**src/rtl/ft_tx_arbiter_pkg.sv**
```systemverilog
// Shared types and header field layout for the sync245 transmit arbiter.
package ft_arb_pkg;

    typedef enum logic [1:0] {
        IDLE    = 2'd0,
        HDR     = 2'd1,
        PAYLOAD = 2'd2
    } arb_state_e;

    // Header byte layout: {chan[1:0], len-1[5:0]}
    localparam int HDR_CHAN_MSB = 7;
    localparam int HDR_CHAN_LSB = 6;
    localparam int HDR_LEN_MSB  = 5;
    localparam int HDR_LEN_LSB  = 0;

    localparam int MAXBURST_LIMIT = 64;

endpackage

```
**src/rtl/ft_tx_arbiter_if.sv**
```systemverilog
// Byte stream between the arbiter (master) and the sync245 transmit side (slave).
interface ft_tx_arbiter_if;

    logic [7:0] tx_data;
    logic       tx_avail;
    logic       tx_pull;

    modport master (output tx_data, output tx_avail, input tx_pull);
    modport slave  (input tx_data, input tx_avail, output tx_pull);

endinterface

```
**src/rtl/ft_tx_arbiter_rr_pick.sv**
```systemverilog
// Combinational round-robin finder: first set bit of eligible at or after rr_ptr, wrapping.
module rr_pick #(
    parameter int NCH = 4
) (
    input  logic [NCH-1:0] eligible,
    input  logic [1:0]     rr_ptr,
    output logic           found,
    output logic [1:0]     index
);

    // NOTE: every always_comb output gets a default first so no path leaves it unassigned (no latch).
    always_comb begin
        found = 1'b0;
        index = 2'd0;
        // Walk from the farthest offset down so the nearest eligible channel is written last and wins.
        for (int k = NCH - 1; k >= 0; k--) begin
            if (eligible[(int'(rr_ptr) + k) % NCH]) begin
                found = 1'b1;
                index = 2'((int'(rr_ptr) + k) % NCH);
            end
        end
    end

endmodule

```
**src/rtl/ft_tx_arbiter.sv**
```systemverilog
// Round-robin packetiser sharing the sync245 transmit stream between NCH channel FIFOs.
module ft_tx_arbiter
    import ft_arb_pkg::*;
#(
    parameter int NCH      = 4,
    parameter int MAXBURST = 16,
    parameter int LVLW     = 7
) (
    input  logic                ft_clkout,
    input  logic                rst_n,
    input  logic [NCH*LVLW-1:0] ch_level,
    input  logic [NCH-1:0]      ch_enable,
    input  logic [NCH*8-1:0]    ch_data,
    output logic [NCH-1:0]      ch_pull,
    ft_tx_arbiter_if.master     tx,
    output logic [1:0]          grant_chan,
    output logic                busy
);

    localparam int BURST = (MAXBURST > MAXBURST_LIMIT) ? MAXBURST_LIMIT : MAXBURST;

    arb_state_e state_q;
    logic [1:0] rr_ptr_q;
    logic [1:0] chan_q;
    logic [6:0] len_q;
    logic [6:0] remaining_q;
    logic [7:0] hdr_q;

    logic [LVLW-1:0] lvl_arr  [NCH];
    logic [7:0]      data_arr [NCH];
    logic [NCH-1:0]  eligible;

    for (genvar i = 0; i < NCH; i++) begin : g_unpack
        assign lvl_arr[i]  = ch_level[i*LVLW +: LVLW];
        assign data_arr[i] = ch_data[i*8 +: 8];
        assign eligible[i] = ch_enable[i] && (lvl_arr[i] != '0);
    end

    logic       pick_found;
    logic [1:0] pick_idx;

    rr_pick #(.NCH(NCH)) u_pick (
        .eligible (eligible),
        .rr_ptr   (rr_ptr_q),
        .found    (pick_found),
        .index    (pick_idx)
    );

    logic [LVLW-1:0] pick_lvl;
    logic [6:0]      len_next;
    logic [7:0]      hdr_next;
    logic [1:0]      rr_next;

    assign pick_lvl = lvl_arr[pick_idx];
    assign rr_next  = 2'((int'(chan_q) + 1) % NCH);

    always_comb begin
        len_next = (int'(pick_lvl) > BURST) ? 7'(BURST) : 7'(pick_lvl);
        hdr_next = '0;
        hdr_next[HDR_CHAN_MSB:HDR_CHAN_LSB] = pick_idx;
        hdr_next[HDR_LEN_MSB:HDR_LEN_LSB]   = 6'(len_next - 7'd1);
    end

    // NOTE: sequential state uses non-blocking assignments so every register samples pre-edge values.
    always_ff @(posedge ft_clkout or negedge rst_n) begin
        if (!rst_n) begin
            state_q     <= IDLE;
            rr_ptr_q    <= '0;
            chan_q      <= '0;
            len_q       <= '0;
            remaining_q <= '0;
            hdr_q       <= '0;
        end else begin
            case (state_q)
                IDLE: begin
                    // Level and enable are latched here only; later changes wait for the next packet.
                    if (pick_found) begin
                        chan_q  <= pick_idx;
                        len_q   <= len_next;
                        hdr_q   <= hdr_next;
                        state_q <= HDR;
                    end
                end
                HDR: begin
                    if (tx.tx_pull) begin
                        remaining_q <= len_q;
                        state_q     <= PAYLOAD;
                    end
                end
                PAYLOAD: begin
                    if (tx.tx_pull) begin
                        remaining_q <= remaining_q - 7'd1;
                        if (remaining_q == 7'd1) begin
                            state_q  <= IDLE;
                            rr_ptr_q <= rr_next;
                        end
                    end
                end
                default: state_q <= IDLE;
            endcase
        end
    end

    // tx_avail/tx_data depend only on state and ch_data, keeping tx_pull out of their cone.
    logic [7:0] tx_data_c;

    always_comb begin
        tx_data_c = 8'h00;
        ch_pull   = '0;
        case (state_q)
            HDR:     tx_data_c = hdr_q;
            PAYLOAD: begin
                tx_data_c       = data_arr[chan_q];
                ch_pull[chan_q] = tx.tx_pull;
            end
            default: tx_data_c = 8'h00;
        endcase
    end

    assign busy        = (state_q != IDLE);
    assign tx.tx_avail = busy;
    assign tx.tx_data  = tx_data_c;
    assign grant_chan  = chan_q;

endmodule

```
**src/flat_wrapper.sv**
```systemverilog
// flat-port wrapper written by rule: the top's interface ports become plain ports
module ft_tx_arbiter_flat import ft_arb_pkg::*;
#(
    parameter int NCH      = 4,
    parameter int MAXBURST = 16,
    parameter int LVLW     = 7
)
  (ft_clkout, rst_n, ch_level, ch_enable, ch_data, ch_pull, grant_chan, busy, tx_tx_data, tx_tx_avail, tx_tx_pull);
  ft_tx_arbiter_if tx_i ();
  input  logic ft_clkout;
  input  logic rst_n;
  input  logic [NCH*LVLW-1:0] ch_level;
  input  logic [NCH-1:0] ch_enable;
  input  logic [NCH*8-1:0] ch_data;
  output logic [NCH-1:0] ch_pull;
  output logic [1:0] grant_chan;
  output logic busy;
  output wire logic [$bits(tx_i.tx_data)-1:0] tx_tx_data;
  output wire logic [$bits(tx_i.tx_avail)-1:0] tx_tx_avail;
  input wire logic [$bits(tx_i.tx_pull)-1:0] tx_tx_pull;
  assign tx_tx_data = tx_i.tx_data;
  assign tx_tx_avail = tx_i.tx_avail;
  assign tx_i.tx_pull = tx_tx_pull;
  ft_tx_arbiter #(.NCH(NCH), .MAXBURST(MAXBURST), .LVLW(LVLW)) u_core (.ft_clkout(ft_clkout), .rst_n(rst_n), .ch_level(ch_level), .ch_enable(ch_enable), .ch_data(ch_data), .ch_pull(ch_pull), .tx(tx_i), .grant_chan(grant_chan), .busy(busy));
endmodule
```
**config.mk**
```make
export PLATFORM = sky130hd
export DESIGN_NAME = ft_tx_arbiter_flat
export DESIGN_NICKNAME = d
export VERILOG_FILES = /design/src/rtl/ft_tx_arbiter_pkg.sv /design/src/rtl/ft_tx_arbiter_if.sv /design/src/rtl/ft_tx_arbiter_rr_pick.sv /design/src/rtl/ft_tx_arbiter.sv /design/src/flat_wrapper.sv
export SDC_FILE = /design/constraint.sdc
export NUM_CORES = 1
export LEC_CHECK = 0
export ABC_AREA = 1
export BUFFER_PORTS_ARGS = -buffer_cell sky130_fd_sc_hd__buf_2
export CORE_MARGIN = 2
export CORE_UTILIZATION = 25
export CTS_CLUSTER_DIAMETER = 40
export CTS_CLUSTER_SIZE = 40
export DETAILED_ROUTE_END_ITERATION = 10
export PLACE_DENSITY = 0.53
export SLEW_MARGIN = 20
export SYNTH_ARGS = -nofsm -noshare
export SYNTH_HDL_FRONTEND = slang
export SYNTH_SLANG_ARGS = --single-unit
export TNS_END_PERCENT = 20
```
**constraint.sdc**
```tcl
create_clock -name ft_clkout -period 2.2 [get_ports ft_clkout]
set_input_delay 0.66 -clock ft_clkout [delete_from_list [all_inputs] [get_ports ft_clkout]]
set_output_delay 0.66 -clock ft_clkout [all_outputs]
set_load 0.01 [all_outputs]
```
==> flow_results.org <==
** Status
- The flow ran to the end, but the final reports show violations.
- The checks that failed: setup timing.

** STA
- Upper clock frequency limit :: 403 MHz
- Final Critical Period :: 2.48 ns
- For the pin with the worst max-slew slack, the measured transition is 0.577 ns.
- Unrepaired setup endpoints after global routing :: true
- Dividing the final minimum period by the clock period gives 1.13.
- Measured against its own limit, the worst slew margin works out to 0.615.
- Clock tree skew after final layout :: 0.00623 ns
- The final number of max-transition violations came to 0.
- The final hold violation count came to 0.
- Worst-case setup margin in the final layout :: -0.284 ns
- Setup violations remaining at the end of the flow were counted as 15.

** Placement
- Half-perimeter wire length of the detailed placement result :: 5590 microns
- During placement, the flow inserted port buffers numbering 82.
- At the end of routability-driven placement, the weighted congestion stood at 0.880.
- # placed instances :: 636
- Post-placement cell area :: 3360 sq um

** CTS
- Root buf cell :: clkbuf_8
- After clock tree synthesis, the clock-pin slew on the worst setup and hold paths is 0.09 ns.
- TritonCTS created 3 clock buffers.
- Number of levels in the clock H-tree :: 1
- Clock insertion delay at the later pin of the skew report :: 0.27 ns
- Total clock sinks :: 26
- For this design, the CTS-stage hold fixing added 0 buffers.
- The longest clock path from root to sink contains 2 buffers.
- CTS tree :: yes

** Worst setup path
- Data on the critical path arrives at its endpoint at 2.65 ns.
- Of all nets on the critical path, the largest fanout is 4.
- For this run, the slowest stage of the critical path takes 0.13 ns.
- CP startpoint kind :: primary input
- The setup path with the least slack is of type in -> reg.
- Worst path cell trace :: buf_6, inv_2, nand2_2, buf_4, buf_4, buf_4, buf_4, buf_4, buf_4, buf_4, buf_4, nand2_1, nand3_1, nand2_2, nand2_2, inv_4, buf_4, buf_4, nand4_1, nand3_2, nand2_1
- The worst setup path is captured at a register.
- Cell mode on critical path :: buf_4
- Number of buffer and inverter instances along the worst setup path :: 13
- Crit-path leading delay family :: buffers and inverters
- The slowest stage of the critical path is the buf_4 cell.
- Data required time of the critical path :: 2.36 ns

** Drt
- Final ANT Viol Nets :: 0
- Post-detailed-route wirelength per cell :: 11.3 microns
- The first TritonRoute pass finished after 4 iterations.
- The routed layout has 2923 vias.
- For this block, the initial DRC count from the detailed router was 120.
- After detailed routing, the number of vias per cell comes to 4.42.
- Total wirelength of the detailed-routed design :: 7500 microns
- For this run, design rule violations remaining after detail routing come to 0.

** Synthesis
- In the synthesized netlist the dominant register cell turns out to be dfrtp_1.
- In this run, synthesis inferred 0 flip-flops with an integrated enable.
- For this run, the register share of the synthesized area comes to 0.272.
- Mean post-synth cell area :: 6.25 sq um
- Post-synth top area cell :: dfrtp_1
- Of the post-synthesis cell area, the dominant cell type holds 0.272.
- Number of cells produced by synthesis :: 383
- Largest cells by area after synthesis :: dfrtp_1 (27%), nand2_1 (17%), inv_1 (7.8%)
- Synth Warn # :: 0
- Cell with the most instances after synthesis :: nand2_1
- The synthesized netlist contains 33 unique library cells.
- Summing every instance area after synthesis gives 2390 sq um.
- For this run, asynchronously set or reset flops after synthesis account for 1.00.
- Counting flops and latches in the post-synthesis netlist gives 26.
- Ranked by instance count, the synthesized netlist is headed by nand2_1 (106), inv_1 (50), nor2_1 (46).
- The number of nets in the synthesized netlist is 461.

** Die
- The die is 102 microns wide.
- Die Y :: 102 microns
- 83 I/O pins were placed.
- For this configuration, the core starts out at a cell density of 0.258.
- After floorplanning, the core was divided into 35 placement rows.
- The die covers 10400 sq um.
- Area of the placeable core :: 9280 sq um

** Final layout
- Nets@finish :: 612
- Excluding fillers, the count of instances in the completed layout stands at 662.
- 0 antenna diodes ended up in the layout.
- Relative area change from synthesis to final layout :: 67.8%
- Sequential standard cell area :: 652 sq um
- Multi-input logic area :: 1750 sq um
- After filler insertion, the fill cell instance count of the layout stands at 980.
- Cell area after layout :: 4020 sq um
- Fraction of final layout cells with drive strength greater than 1 :: 0.514

** GRT
- Number of global-route vias before repair :: 2793
- First-pass GRT wire length :: 12000 microns
- Global routing finished with a remaining overflow of 0.
- The number of antenna violations at the first check in global routing was 0.
- Global-route usage over all layers :: 0.140
- Pin count of the biggest net entering global routing :: 27

** Pwr
- Power density normalized to cell area :: 1640 nW/um^2
- Static Leakage :: 2.08 nW
- IR analysis of the VDD net gives a maximum drop of 0.813 mV.

** Worst hold path
- The tightest min-delay check is of the in -> async type.

** Job
- Across the run, the number of max-cap violations was 0.
==> worst paths after layout <==
check	start	endpoint	slack (ns)	depth (start not counted)
setup / recovery	ch_level[26]	u_core.hdr_q[3]	-0.28	21
hold / removal	rst_n	u_core.state_q[0]	0.37	1
setup reg to reg	u_core.rr_ptr_q[0]	u_core.hdr_q[3]	-0.19	20
hold reg to reg	u_core.len_q[3]	u_core.len_q[3]	0.48	2
max in group asynchronous	rst_n	u_core.rr_ptr_q[0]	1.40	1
min in group ft_clkout	u_core.len_q[3]	u_core.len_q[3]	0.48	2
==> report_power, final <==
group	internal, W	switching (W)
clock network	0.000160	0.000146
registers	0.000676	0.000178
logic	0.00249	0.00292
==> kinds of logic (layout without fill, tap and decap cells) <==
family,after synthesis,after routing,share of synthesized area
and+or+nand+nor,200,200,0.362
buffers and inverters,73,223,0.128
xor gates and xnor gates,2,2,0.0105
AOI/OAI and AO/OA,71,71,0.171
DFF,26,26,0.272
adders and majority gates,11,11,0.0575
==> stage by stage <==
| step | hold WS [ns] | worst slack [ns] | TNS, ns | util | total power, W |
|---|---|---|---|---|---|
| 2_1_floorplan | 0.364 | -0.300 | -1.19 | - | 0.00364 |
| 3_3_place_gp | 0.471 | -0.627 | -6.81 | 0.362 | 0.00512 |
| 3_5_place_dp | 0.474 | -0.705 | -7.39 | 0.362 | 0.00516 |
| 4_1_cts | 0.404 | -0.271 | -1.93 | 0.405 | 0.00621 |
| 5_1_grt | 0.415 | -0.423 | -4.27 | 0.433 | 0.00723 |
| 6_report | 0.374 | -0.284 | -2.03 | 0.433 | 0.00657 |
==> what timing repair did <==
action | CTS | global route
endpoints found under the setup margin | 23 | 29
setup buffers | 18 | 4
gates resized for setup | 61 | 69
cloned | 0 | 0
pin swaps | 44 | 46
==> sequential cells by signal, indices dropped and copies added, names as in the netlist <==
| register | count |
|---|---|
| u_core.hdr_q | 8 |
| u_core.len_q | 7 |
| u_core.remaining_q | 7 |
| u_core.rr_ptr_q | 2 |
| u_core.state_q | 2 |
==> final cells by class <==
type | instances | area share
clock buffers | 4 | 0.0137
inverters | 58 | 0.0623
multi-input cells | 284 | 0.435
flip-flops and latches | 26 | 0.162
well taps | 129 | 0.0402
repair buffers | 161 | 0.287
==> layer usage <==
metal | GRT usage | wire, microns | vias to the layer above
met5 | 0 | 0 | -
li1 | - | - | 1519
met1 | 0.172 | 3230 | 1314
met4 | 0.0236 | 114 | 0
met2 | 0.268 | 3800 | 80
met3 | 0.0144 | 351 | 10
==> layout by cell type (no fill, tap or decap), drive strengths merged <==
cell    instances
inv            58
xor2            2
a31oi           1
a21oi          16
o211ai          5
o21a            3
nor2           46
a22o            1
ha             11
nand3b          2
nand2         117
o22ai          12
buf           161
o21ai          32
o211a           1
clkbuf          4
nor3            5
nand4           3
dfrtp          26
nand3          27
Power figures use the tool's default switching activity.
